==> src/rtl/alu_muldiv_sequencer.sv <==
// Multi-cycle unsigned 16x16 multiply / 16/16 divide sequencer.
// Drives the shared ripple ALU for the add or subtract step of each iteration.
module alu_muldiv_sequencer #(
   parameter int WIDTH = 16,
   parameter int ITER  = 16
) (
   input  logic             clk,
   input  logic             reset,
   input  logic             start,
   input  logic             mode,
   input  logic [WIDTH-1:0] opa,
   input  logic [WIDTH-1:0] opb,
   output logic             busy,
   output logic             done,
   output logic [WIDTH-1:0] res_lo,
   output logic [WIDTH-1:0] res_hi,
   output logic             div_by_zero,
   output logic [WIDTH-1:0] alu_a,
   output logic [WIDTH-1:0] alu_b,
   output logic             alu_cin,
   output logic             alu_ainvert,
   output logic             alu_bnegate,
   output logic [1:0]       alu_op,
   input  logic [WIDTH-1:0] alu_result,
   input  logic             alu_cout
);

   localparam int CW = $clog2(ITER + 1);

   typedef enum logic [1:0] {IDLE, RUN, DONE} state_t;

   state_t           state;
   state_t           next;
   logic [CW-1:0]    count;
   logic             divmode;
   logic [WIDTH-1:0] acc;
   logic [WIDTH-1:0] q;
   logic [WIDTH-1:0] m;
   logic [WIDTH-1:0] shifted;
   logic [WIDTH-1:0] nacc;
   logic [WIDTH-1:0] nq;
   logic             last;
   logic             ok;
   logic             carry;
   logic [WIDTH-1:0] sum;

   // Divide step operand: partial remainder shifted left with the next dividend bit.
   assign shifted = {acc[WIDTH-2:0], q[WIDTH-1]};
   assign last    = (count == CW'(ITER - 1));

   always_ff @(posedge clk) begin
      if (reset) state <= IDLE;
      else       state <= next;
   end

   always_comb begin
      next = state;
      case (state)
         IDLE: if (start) next = (mode && (opb == '0)) ? DONE : RUN;
         RUN:  if (last)  next = DONE;
         DONE: next = IDLE;
         default: next = IDLE;
      endcase
   end

   always_comb begin
      busy        = (state == RUN);
      done        = (state == DONE);
      alu_a       = '0;
      alu_b       = '0;
      alu_cin     = 1'b0;
      alu_bnegate = 1'b0;
      alu_op      = 2'b00;
      if (state == RUN) begin
         alu_op = 2'b10;
         alu_b  = m;
         if (divmode) begin
            alu_a       = shifted;
            alu_cin     = 1'b1;
            alu_bnegate = 1'b1;
         end else begin
            alu_a = acc;
         end
      end
   end

   assign alu_ainvert = 1'b0;

   // Next partial product / remainder from the ALU result captured this cycle.
   always_comb begin
      ok    = acc[WIDTH-1] | alu_cout;
      sum   = q[0] ? alu_result : acc;
      carry = q[0] & alu_cout;
      if (divmode) begin
         nacc = ok ? alu_result : shifted;
         nq   = {q[WIDTH-2:0], ok};
      end else begin
         nacc = {carry, sum[WIDTH-1:1]};
         nq   = {sum[0], q[WIDTH-1:1]};
      end
   end

   always_ff @(posedge clk) begin
      if (reset) begin
         count       <= '0;
         divmode     <= 1'b0;
         acc         <= '0;
         q           <= '0;
         m           <= '0;
         res_lo      <= '0;
         res_hi      <= '0;
         div_by_zero <= 1'b0;
      end else begin
         case (state)
            IDLE: begin
               if (start) begin
                  divmode     <= mode;
                  count       <= '0;
                  acc         <= '0;
                  q           <= opa;
                  m           <= opb;
                  div_by_zero <= 1'b0;
                  if (mode && (opb == '0)) begin
                     res_lo      <= '1;
                     res_hi      <= opa;
                     div_by_zero <= 1'b1;
                  end
               end
            end
            RUN: begin
               count <= count + 1'b1;
               acc   <= nacc;
               q     <= nq;
               if (last) begin
                  res_hi <= nacc;
                  res_lo <= nq;
               end
            end
            default: ;
         endcase
      end
   end

endmodule

==> config.mk <==
export PLATFORM = sky130hd
export DESIGN_NAME = alu_muldiv_sequencer
export DESIGN_NICKNAME = d
export VERILOG_FILES = /design/src/rtl/alu_muldiv_sequencer.sv
export SDC_FILE = /design/constraint.sdc
export NUM_CORES = 1
export LEC_CHECK = 0
export CORE_ASPECT_RATIO = 0.7
export CORE_MARGIN = 10
export CORE_UTILIZATION = 50
export DETAILED_ROUTE_END_ITERATION = 6
export GPL_TIMING_DRIVEN = 0
export PLACE_DENSITY_LB_ADDON = 0.3
export SETUP_SLACK_MARGIN = 0.2
export SYNTH_ARGS = -nofsm -noshare
export SYNTH_HDL_FRONTEND = slang
export SYNTH_SLANG_ARGS = --single-unit
==> constraint.sdc <==
create_clock -name clk -period 3.1 [get_ports clk]
set_clock_uncertainty 0.1 [all_clocks]
set_input_delay 0.62 -clock clk [delete_from_list [all_inputs] [get_ports clk]]
set_output_delay 0.62 -clock clk [all_outputs]
set_load 0.01 [all_outputs]
==> After elaboration in Yosys (flattened, before gate mapping) <==
Cells that the tools add are included.
{ "word_totals": {"ram_bits": 0, "elab_cells": 55, "n_memories": 0, "mem_bits_ro": 0, "in_bits": 53, "latch_bits": 0, "regBits": 89} }
{ "op_classes": {"div": 0, "shifts": 0, "mul": 0, "order_cmp": 0, "n_addsub": 1, "n_reduce_logical": 8, "bitwise_logic": 2, "n_eq_ne": 6, "muxes": 29} }
{ "ops": {"columns": ["operator", "count"], "rows": [
  ["$mux W16", 15],
  ["$pmux W16 S2", 4],
  ["$logic_not A16 Y1", 1],
  ["$pmux W5 S2", 1],
  ["$mux W2", 4],
  ["$reduce_and A2 Y1", 3],
  ["$add A5 B1 Y5 const B", 1],
  ["$eq A5 B4 Y1 const B", 1],
  ["$mux W5", 1],
  ["$ne A2 B2 Y1 const B", 2],
  ["$pmux W2 S2", 1],
  ["$reduce_and A4 Y1", 1],
  ["$mux W1", 3],
  ["$eq A2 B1 Y1 const B", 1],
  ["$eq A2 B2 Y1 const B", 1],
  ["$logic_not A2 Y1", 1],
  ["$ne A2 B1 Y1 const B", 1],
  ["$reduce_bool A2 Y1", 1],
  ["$and A1 B1 Y1", 1],
  ["$logic_and A1 B1 Y1", 1],
  ["$or A1 B1 Y1", 1]
]} }

==> Depth between registers and ports, before layout <==
Gate-level depths: netlist (run 1).
{ "logic_depth": {"word_depth": 5, "ltp_mapped": 8, "depth_no_buf": 7} }

==> Least setup slack after synthesis (run 1) <==
No wires, ideal clock.
{ "synth_timing": {"kind": "register to output", "start": "reg state[1]", "end": "out alu_b[10]", "n_path_buf": 3, "setup_slack_ps": 989, "arrival_ps": 1391, "path_stages_with_launch": 7, "cell_sequence": "dfxtp_1 nand2b_1 buf_2 inv_1 buf_2 clkbuf_1 and2_1"} }
{ "synth_between": {"elab_chain_cells": 2} }
{ "synth_rtl": {"columns": ["element", "line", "text"], "rows": [
  ["start, declared", "32", "state_t state;"],
  ["start signal, assigned", "53", "else state <= next;"],
  ["$eq A2 B1 Y1", null, null],
  ["named net busy", "13", "output logic busy,"],
  ["$mux W16", "74", "if (state == RUN) begin"],
  ["end, declared", "19", "output logic [WIDTH-1:0] alu_b,"]
]} }
The timed path passes the listed nets, and every way through them passes these cells.

==> Worst setup path after layout (run 1) <==
{ "layout_timing": {"start": "reg state[0]", "end": "out alu_b[0]"} }
{ "layout_between": {"elab_chain_cells": 2} }
{ "layout_rtl": {"columns": ["element", "line"], "rows": [
  ["$eq A2 B1 Y1", "74"],
  ["$mux W16", "74"]
]} }
No other way between the ends.

==> results of run 1 <==
[critical path: stages (launching register included)]
cell and delay, ns:
sky130_fd_sc_hd__dfxtp_1 0.31, sky130_fd_sc_hd__buf_4 0.15, sky130_fd_sc_hd__nand2b_1 0.06, sky130_fd_sc_hd__buf_2 0.18
sky130_fd_sc_hd__inv_2 0.10, sky130_fd_sc_hd__buf_6 0.16, sky130_fd_sc_hd__buf_4 0.18, sky130_fd_sc_hd__and2_1 0.13
sky130_fd_sc_hd__clkdlybuf4s50_1 0.54
[synthesized netlist by cell type, types with 3 or more instances]
cell | count | area (um^2)
sky130_fd_sc_hd__buf_2 | 16 | 80.1
sky130_fd_sc_hd__o21a_1 | 15 | 113
sky130_fd_sc_hd__nand2b_1 | 26 | 163
sky130_fd_sc_hd__a31oi_1 | 12 | 75.1
sky130_fd_sc_hd__nor2b_1 | 9 | 56.3
sky130_fd_sc_hd__nand2_1 | 73 | 274
sky130_fd_sc_hd__buf_4 | 9 | 67.6
sky130_fd_sc_hd__mux2i_1 | 72 | 721
sky130_fd_sc_hd__nand3b_1 | 3 | 22.5
sky130_fd_sc_hd__a21o_1 | 10 | 75.1
sky130_fd_sc_hd__a21bo_2 | 15 | 150
sky130_fd_sc_hd__a221oi_1 | 6 | 52.6
sky130_fd_sc_hd__nand3_1 | 3 | 15.0
sky130_fd_sc_hd__o21ai_0 | 3 | 15.0
sky130_fd_sc_hd__buf_1 | 7 | 26.3
sky130_fd_sc_hd__a211oi_1 | 16 | 120
sky130_fd_sc_hd__mux2_2 | 8 | 90.1
sky130_fd_sc_hd__a2bb2oi_1 | 15 | 131
sky130_fd_sc_hd__and2_1 | 17 | 106
sky130_fd_sc_hd__inv_1 | 3 | 11.3
sky130_fd_sc_hd__a21oi_1 | 76 | 380
sky130_fd_sc_hd__nor2_1 | 42 | 158
sky130_fd_sc_hd__clkbuf_1 | 22 | 82.6
sky130_fd_sc_hd__dfxtp_1 | 89 | 1780
[power groups by stage]
stage	Clock (mW)	Sequential, mW	Combinational [mW]
final	1.08	1.22	0.557
after detailed placement	0	1.25	0.530
after global routing	1.13	1.23	0.594
after global placement	0	1.24	0.517
after floorplan	0	1.23	0.326
after CTS	1.08	1.22	0.543
[layout make-up]
type	instances	area [um^2]
buffer	56	332
clock buffer	13	250
clock inverter	3	40.0
fill	756	2920
inverter	4	15.0
multi-input combinational	441	2880
sequential	89	1780
tap	128	160
timing repair buffer	123	1300
[layer usage]
metal,track usage (%),part of all wire [%],vias to the layer above
met4,7.19,2.1,0
met1,29.0,42,2372
li1,-,-,2335
met3,7.57,11,30
met5,0,0,-
met2,35.8,44,307
[what timing repair did]
action	CTS	global route
setup buffers	1	0
pin swaps	1	0
gates resized for setup	19	34
gates cloned	0	0
endpoints found under the hold margin	0	0
endpoints found under the setup margin	36	33
[registers in the layout, indices dropped and copies added (netlist names)]
| name | count |
|---|---|
| acc | 16 |
| m | 16 |
| q | 16 |
| res_hi | 16 |
| res_lo | 16 |
| count | 5 |
| state | 2 |
| div_by_zero | 1 |
| divmode | 1 |
[worst paths after layout]
| path | from | cells past startpoint | to |
|---|---|---|---|
| worst max register to register | count[0]$_SDFFE_PP0P_ | 8 | res_lo[10]$_SDFFE_PP0P_ |
| worst max-delay path | state[0]$_SDFFE_PP0P_ | 8 | alu_b[0] |
| worst min register to register | m[0]$_SDFFE_PP0P_ | 2 | m[0]$_SDFFE_PP0P_ |
| worst min-delay path | m[0]$_SDFFE_PP0P_ | 2 | m[0]$_SDFFE_PP0P_ |
[metrics by stage]
stage / instance area [um^2] / cells / util (%) / hold WS [ns]
6_report: 6760 / 857 / 69.8 / 0.348
5_1_grt: 6760 / 857 / 69.8 / 0.371
4_1_cts: 6680 / 857 / 68.9 / 0.350
3_5_place_dp: 6340 / 840 / 65.5 / 0.342
3_3_place_gp: 6340 / 840 / 65.5 / 0.337
2_1_floorplan: 4960 / 590 / - / 0.329
[kinds of logic after synthesis]
group / after synthesis
and+or+nand+nor: 184
AOI/OAI and AO/OA: 173
DFF: 89
muxes: 80
buffers and inverters: 60
adders and majority gates: 2
other: 1
==> run summary, run 1 <==
=================================================================================================
Run status                                                                              completed
Sequential fraction of the synthesis area                                                   36.0%
Number of synthesis warnings                                                                    0
Max rail drop VDD                                                                      0.000293 V
Cells after Synth                                                                             589
DR WL/cell                                                                                19.9 um
Vertical die dimension                                                                     103 um
Total of max-cap violations                                                                     0
Commonest cells after routing, fill and taps aside                                   94 x sky130_fd_sc_hd__clkdlybuf4s50_1, 88 x sky130_fd_sc_hd__dfxtp_1, 76 x sky130_fd_sc_hd__a21oi_1
DRC violation count after routing                                                               0
Number of top-level pins                                                                      125
Number of sinks handled by clock tree synthesis                                                89
Pleak                                                                                     3.08 nW
Pins over their slew limit                                                                      0
Final count of negative-setup-slack endpoints                                                   0
Crit end category                                                                     output port
Hold WC Path Type                                                                    register to register
Post-Synth Simple-Gate Area                                                                 17.9%
Die ar.                                                                                14400 um^2
Std-Cell Core Area                                                                      9680 um^2
Total of hold buffers inserted after clock tree synthesis                                       0
Share of final-layout standard cells stronger than drive strength 1                         10.6%
Dominant combinational cell family by area after synthesis                           compound AO/OA/AOI/OAI gates
Setup slack on the worst flop-to-flop path                                                0.70 ns
Data arrival time of the critical path                                                    2.14 ns
Summed instance area of the synthesized netlist                                         4950 um^2
First-pass GRT wire length                                                               26600 um
Mux share of post-synthesis cell area                                                       16.4%
Drt via density                                                                              5.89
Sequential share of power                                                                   42.8%
TritonCTS clock tree                                                                         done
Net switching fraction of the power                                                         27.2%
Aggregate negative setup slack                                                               0 ns
Worst relative slew slack                                                                   60.2%
Maximum number of pins on one net before global-route repair                                   14
Mean area per synthesized cell                                                          8.41 um^2
Number of buffers inserted during clock tree synthesis                                          9
Deepest clock path buffer count                                                                 2
Initial antenna violation count                                                                 0
Count of antenna diodes in the layout                                                           0
Number of distinct library cell variants in the gate-level netlist after synthesis             43
Worst-skew pair later-pin latency                                                         0.34 ns
Via total after detailed routing                                                             5044
Worst Path Class, Setup                                                              register to output port
Measured slew at the worst slew-check pin                                                0.597 ns
Number of iterations in the first detailed-routing pass                                         5
Root Buffer                                                                          sky130_fd_sc_hd__clkbuf_16
Clock-pin slew of the registers on the worst-case setup and hold paths                    0.06 ns
Row count                                                                                      30
Number of hold-slack violations in the final timing report                                      0
Port Buf Inserts                                                                              122
Data required time of the worst path                                                      2.38 ns
Share of the synthesized netlist area taken by xor and xnor gates                              0%
Seq cells post-synth                                                                           89
Final Cycle Share                                                                           92.3%
Antenna violation net count after detailed routing                                              0
Total power after layout                                                                  2.86 mW
Post-synthesis adder-cell area fraction                                                    0.505%
Startpoint Class                                                                         register
Net switching power                                                                      0.778 mW
Area growth from synthesis to layout                                                        36.5%
Aggregate global routing overflow                                                               0
Relative contribution of the clock network to total power                                   37.7%
Cell-internal power                                                                       2.08 mW
Number of flops mapped to enable cells by yosys                                                 0
Starting utilization of the core area                                                       51.1%
Post-synth top flop                                                                  sky130_fd_sc_hd__dfxtp_1
Crit path time final                                                                      2.86 ns
Total wire length after detailed routing                                                 17100 um
Relative contribution of combinational cells to total power                                 19.5%
Iteration-0 DRC count of the detailed router                                                  431
PnR worst setup slack                                                                    0.239 ns
Via count of the first global-routing pass                                                   5014
Most common cell after layout, fill and taps aside                                   sky130_fd_sc_hd__clkdlybuf4s50_1
Compound-gate portion of the synthesized area                                               23.3%
Proportion of synthesized flip-flops having asynchronous set or reset                          0%
Routability-driven placement congestion ratio                                               0.921
P per Cell Area                                                                       423 nW/um^2
CP Max Fanout                                                                                  10
DIE WIDTH                                                                                  139 um
Detailed placement HPWL                                                                  13000 um
Global-route usage over all layers                                                          22.7%
Deepest level of the CTS H-tree                                                                 3
Nets                                                                                          779
Unrepaired setup endpoints after global routing                                               yes
Pre-CTS setup slack                                                                     0.0634 ns
Achievable frequency                                                                      350 MHz
=================================================================================================
No activity file was read; power rests on OpenSTA's default activity.
==> inputs of run 2 (changes only) <==
--- a/config.mk
+++ b/config.mk
@@ -5,6 +5,7 @@
 export SDC_FILE = /design/constraint.sdc
 export NUM_CORES = 1
 export LEC_CHECK = 0
+export ABC_AREA = 1
 export CORE_ASPECT_RATIO = 0.7
 export CORE_MARGIN = 10
 export CORE_UTILIZATION = 50
==> run summary, run 2 <==
=================================================================================================
Nets                                                                                          960   +23%
Unrepaired setup endpoints after global routing                                               yes
Worst Path Class, Setup                                                              register to output port
Routability-driven placement congestion ratio                                               0.953   +3.5%
Chain of cells forming the critical path                                             buf_6, buf_4, buf_4, nand2_1, a21oi_1, clkdlybuf4s50_1
Finished Core Util                                                                          68.4%   -1.5 points
Busiest layer in global routing                                                              met2
Net switching fraction of the power                                                         31.8%   +4.6 points
Number of gates on the worst path with buffers counted                                          6   -2
Drt via density                                                                              5.35   -9.2%
Yosys top cell by area                                                               sky130_fd_sc_hd__dfxtp_1
Measured slew at the worst slew-check pin                                                0.663 ns   +0.0662 ns
Number of top-level pins                                                                      125   unchanged
Worst relative slew slack                                                                   55.8%   -4.4 points
Final non-filler cell total                                                                  1037   +21%
PnR worst setup slack                                                                    0.279 ns   +0.0395 ns
Pre-CTS setup slack                                                                      0.213 ns   +0.150 ns
Data arrival time of the critical path                                                    2.10 ns   -0.04 ns
Post-Synth Simple-Gate Area                                                                 29.2%   +11 points
Startpoint Class                                                                         register
Placement Cell Area                                                                     6280 um^2   -0.89%
Sequential fraction of the synthesis area                                                   36.3%   +0.34 points
Sequential share of power                                                                   39.8%   -3.0 points
CP Max Fanout                                                                                  10   unchanged
Fraction of met3 tracks used by global routing                                              9.11%   +1.5 points
Port Buf Inserts                                                                              121   -0.82%
Deepest level of the CTS H-tree                                                                 3   unchanged
Max rail drop VDD                                                                      0.000316 V   +7.7%
Via count of the first global-routing pass                                                   5239   +4.5%
Hold WS                                                                                  0.346 ns   -0.00184 ns
Total of hold buffers inserted after clock tree synthesis                                       0   unchanged
FF+latch area                                                                           1780 um^2   unchanged
Share of the synthesized netlist area taken by xor and xnor gates                              0%   unchanged
Mean area per synthesized cell                                                          6.37 um^2   -24%
Fill cell total of the finished layout                                                        891   +18%
Relative contribution of the clock network to total power                                   33.6%   -4.1 points
Beginning of the critical path                                                       divmode$_SDFFE_PP0P_
Final count of negative-setup-slack endpoints                                                   0   unchanged
Number of flops mapped to enable cells by yosys                                                 0   unchanged
Global-route usage over all layers                                                          22.2%   -0.53 points
Post-synth top cells                                                                 219 x sky130_fd_sc_hd__nand2_1, 105 x sky130_fd_sc_hd__a21oi_1, 89 x sky130_fd_sc_hd__dfxtp_1, 89 x sky130_fd_sc_hd__inv_1, 81 x sky130_fd_sc_hd__nor2_1
Setup slack on the worst flop-to-flop path                                                0.70 ns   about the same
Die ar.                                                                                14200 um^2   -0.78%
Seq cells post-synth                                                                           89   unchanged
Proportion of synthesized flip-flops having asynchronous set or reset                          0%   unchanged
Achievable frequency                                                                      354 MHz   +1.4%
Initial antenna violation count                                                                 0   unchanged
Compound-gate portion of the synthesized area                                               19.6%   -3.7 points
Crit end category                                                                     output port
Pleak                                                                                     2.98 nW   -3.1%
Detailed placement HPWL                                                                  12000 um   -8.0%
Area growth from synthesis to layout                                                        34.4%
Root Buffer                                                                          sky130_fd_sc_hd__clkbuf_16
Via total after detailed routing                                                             5543   +9.9%
Count of antenna diodes in the layout                                                           0   unchanged
Clock-pin slew of the registers on the worst-case setup and hold paths                    0.06 ns   about the same
Main area contributors after synthesis                                               sky130_fd_sc_hd__dfxtp_1 36%, sky130_fd_sc_hd__nand2_1 17%, sky130_fd_sc_hd__a21oi_1 11%, sky130_fd_sc_hd__inv_1 6.8%, sky130_fd_sc_hd__nor2_1 6.2%
Path depth of the worst reg2reg path                                                           12   +4
Most instantiated library cell after synthesis                                       sky130_fd_sc_hd__nand2_1
Starting utilization of the core area                                                       50.9%   -0.28 points
Buf/Inv on CP                                                                                   4   -2
Family of cells with the greatest summed delay on the critical path                  buffers and inverters
Total area of multi-input combinational cells                                           2460 um^2   -15%
Crit path time final                                                                      2.82 ns   -0.0395 ns
Number of synthesis warnings                                                                    0   unchanged
Post-synthesis adder-cell area fraction                                                    0.510%   +0.0048 points
Total wire length after detailed routing                                                 16200 um   -5.1%
Cell-internal power                                                                       2.24 mW   +7.6%
Total power after layout                                                                  3.29 mW   +15%
Number of buffers inserted during clock tree synthesis                                          9   unchanged
Antenna violation net count after detailed routing                                              0   unchanged
Slowest-stage cell, CP                                                               sky130_fd_sc_hd__clkdlybuf4s50_1
Commonest cells after routing, fill and taps aside                                   219 x sky130_fd_sc_hd__nand2_1, 105 x sky130_fd_sc_hd__a21oi_1, 93 x sky130_fd_sc_hd__clkdlybuf4s50_1
First-pass GRT wire length                                                               26100 um   -1.8%
Std-Cell Core Area                                                                      9650 um^2   -0.39%
Vertical die dimension                                                                     103 um   -0.38%
DR WL/cell                                                                                15.6 um   -22%
Most common cell after layout, fill and taps aside                                   sky130_fd_sc_hd__nand2_1
Number of distinct library cell variants in the gate-level netlist after synthesis             29   -33%
Run status                                                                              completed
Proportion of netlist area held by the largest area contributor                             36.3%   +0.34 points
Relative contribution of combinational cells to total power                                 26.6%   +7.1 points
Most frequent cell on the critical path                                              sky130_fd_sc_hd__buf_4
Mux share of post-synthesis cell area                                                      0.816%   -16 points
Global routing met1 resource utilization                                                    28.9%   -0.13 points
Data required time of the worst path                                                      2.38 ns   about the same
Number of iterations in the first detailed-routing pass                                         6   +1
Deepest clock path buffer count                                                                 2   unchanged
Final Cycle Share                                                                           91.0%   -1.3 points
TritonCTS clock tree                                                                         done
Worst-skew pair later-pin latency                                                         0.35 ns   about the same
P per Cell Area                                                                       499 nW/um^2   +18%
Grt met2 use                                                                                33.4%   -2.4 points
Number of sinks handled by clock tree synthesis                                                89   unchanged
Row count                                                                                      30   unchanged
Aggregate global routing overflow                                                               0   unchanged
Aggregate negative setup slack                                                               0 ns   unchanged
Hold WC Path Type                                                                    register to register
Number of hold-slack violations in the final timing report                                      0   unchanged
Net switching power                                                                       1.04 mW   +34%
Cells after Synth                                                                             770   +31%
Summed instance area of the synthesized netlist                                         4910 um^2   -0.93%
Dominant combinational cell family by area after synthesis                           simple AND/OR/NAND/NOR gates
Iteration-0 DRC count of the detailed router                                                  635   +47%
Maximum number of pins on one net before global-route repair                                   15   +1
Post-layout instance area                                                               6590 um^2   -2.5%
DIE WIDTH                                                                                  138 um   -0.40%
Share of final-layout standard cells stronger than drive strength 1                         8.03%   -2.5 points
DRC violation count after routing                                                               0   unchanged
Pins over their slew limit                                                                      0   unchanged
End of the worst register-to-register path                                           res_hi[14]$_SDFFE_PP0P_
Post-synth top flop                                                                  sky130_fd_sc_hd__dfxtp_1
Critical Path Max Stage Delay                                                             0.57 ns   +0.03 ns
Total of max-cap violations                                                                     0   unchanged
Launch instance of the worst register-to-register path                               count[0]$_SDFFE_PP0P_
End of the critical path                                                                 alu_a[3]
Placed Instances                                                                             1020   +21%
=================================================================================================
run 2: changes by cell type after synthesis, moves of 17 or more:
cell | before | now
sky130_fd_sc_hd__nand2_1 | 73 | 219
sky130_fd_sc_hd__nand3_1 | 3 | 30
sky130_fd_sc_hd__o21ai_0 | 3 | 53
sky130_fd_sc_hd__nand2b_1 | 26 | 0
sky130_fd_sc_hd__and2_1 | 17 | 0
sky130_fd_sc_hd__a21oi_1 | 76 | 105
sky130_fd_sc_hd__nor2_1 | 42 | 81
sky130_fd_sc_hd__mux2i_1 | 72 | 4
sky130_fd_sc_hd__inv_1 | 3 | 89
run 2: logic make-up (layout without fill, tap and decap cells):
| kind of cell | count (synthesis) | in the layout |
|---|---|---|
| buffers and inverters | 145 | 283 |
| other | 1 | 2 |
| adder cells (fa/ha/maj) | 2 | 2 |
| flip-flops | 89 | 89 |
| AO/OA/AOI/OAI | 180 | 180 |
| AND/OR/NAND/NOR | 349 | 349 |
| multiplexers | 4 | 4 |
run 2: how the worst min path moves through the flow:
stage	start	to	slack (ns)	cells past startpoint
6_report	res_lo[4]$_SDFFE_PP0P_	res_lo[4]$_SDFFE_PP0P_	0.35	2
4_1_cts	res_lo[4]$_SDFFE_PP0P_	res_lo[4]$_SDFFE_PP0P_	0.35	2
3_5_place_dp	res_lo[4]$_SDFFE_PP0P_	res_lo[4]$_SDFFE_PP0P_	0.34	2
3_3_place_gp	res_lo[4]$_SDFFE_PP0P_	res_lo[4]$_SDFFE_PP0P_	0.33	2
2_1_floorplan	m[0]$_SDFFE_PP0P_	m[0]$_SDFFE_PP0P_	0.33	2
5_1_grt	res_lo[4]$_SDFFE_PP0P_	res_lo[4]$_SDFFE_PP0P_	0.36	2
run 2: cell type report:
| type | count | area share, % |
|---|---|---|
| Multi-Input combinational cell | 537 | 37.4 |
| Sequential cell | 89 | 27.0 |
| Timing Repair Buffer | 123 | 18.3 |
| Inverter | 95 | 5.41 |
| Buffer | 50 | 4.99 |
| Clock buffer | 10 | 3.62 |
| Tap cell | 128 | 2.43 |
| Clock inverter | 5 | 0.854 |
run 2: power groups by stage:
stage	registers [mW]	clock network (mW)	logic, mW
floorplan	1.34	0	0.499
global placement	1.33	0	0.847
detailed placement	1.33	0	0.854
CTS	1.30	1.11	0.859
global route	1.32	1.16	0.959
finish	1.31	1.10	0.876
run 2: worst reg2reg max path: cells and delay by family (launching register included):
kind          cells  cell delay, ns
flops             1            0.38
fa+ha+maj         2            0.51
simple gates      7            1.02
buf+inv           3            0.29
run 2: routing by layer:
layer,part of all wire (%),wire length [um]
met3,13,2050
met1,44,7090
met4,2.2,361
met2,41,6710
met5,0,0
run 2: what timing repair did:
action	4_1_cts	5_1_grt
endpoints found under the setup margin	31	12
pin swaps	0	0
buffers inserted	2	0
resized for setup	29	11
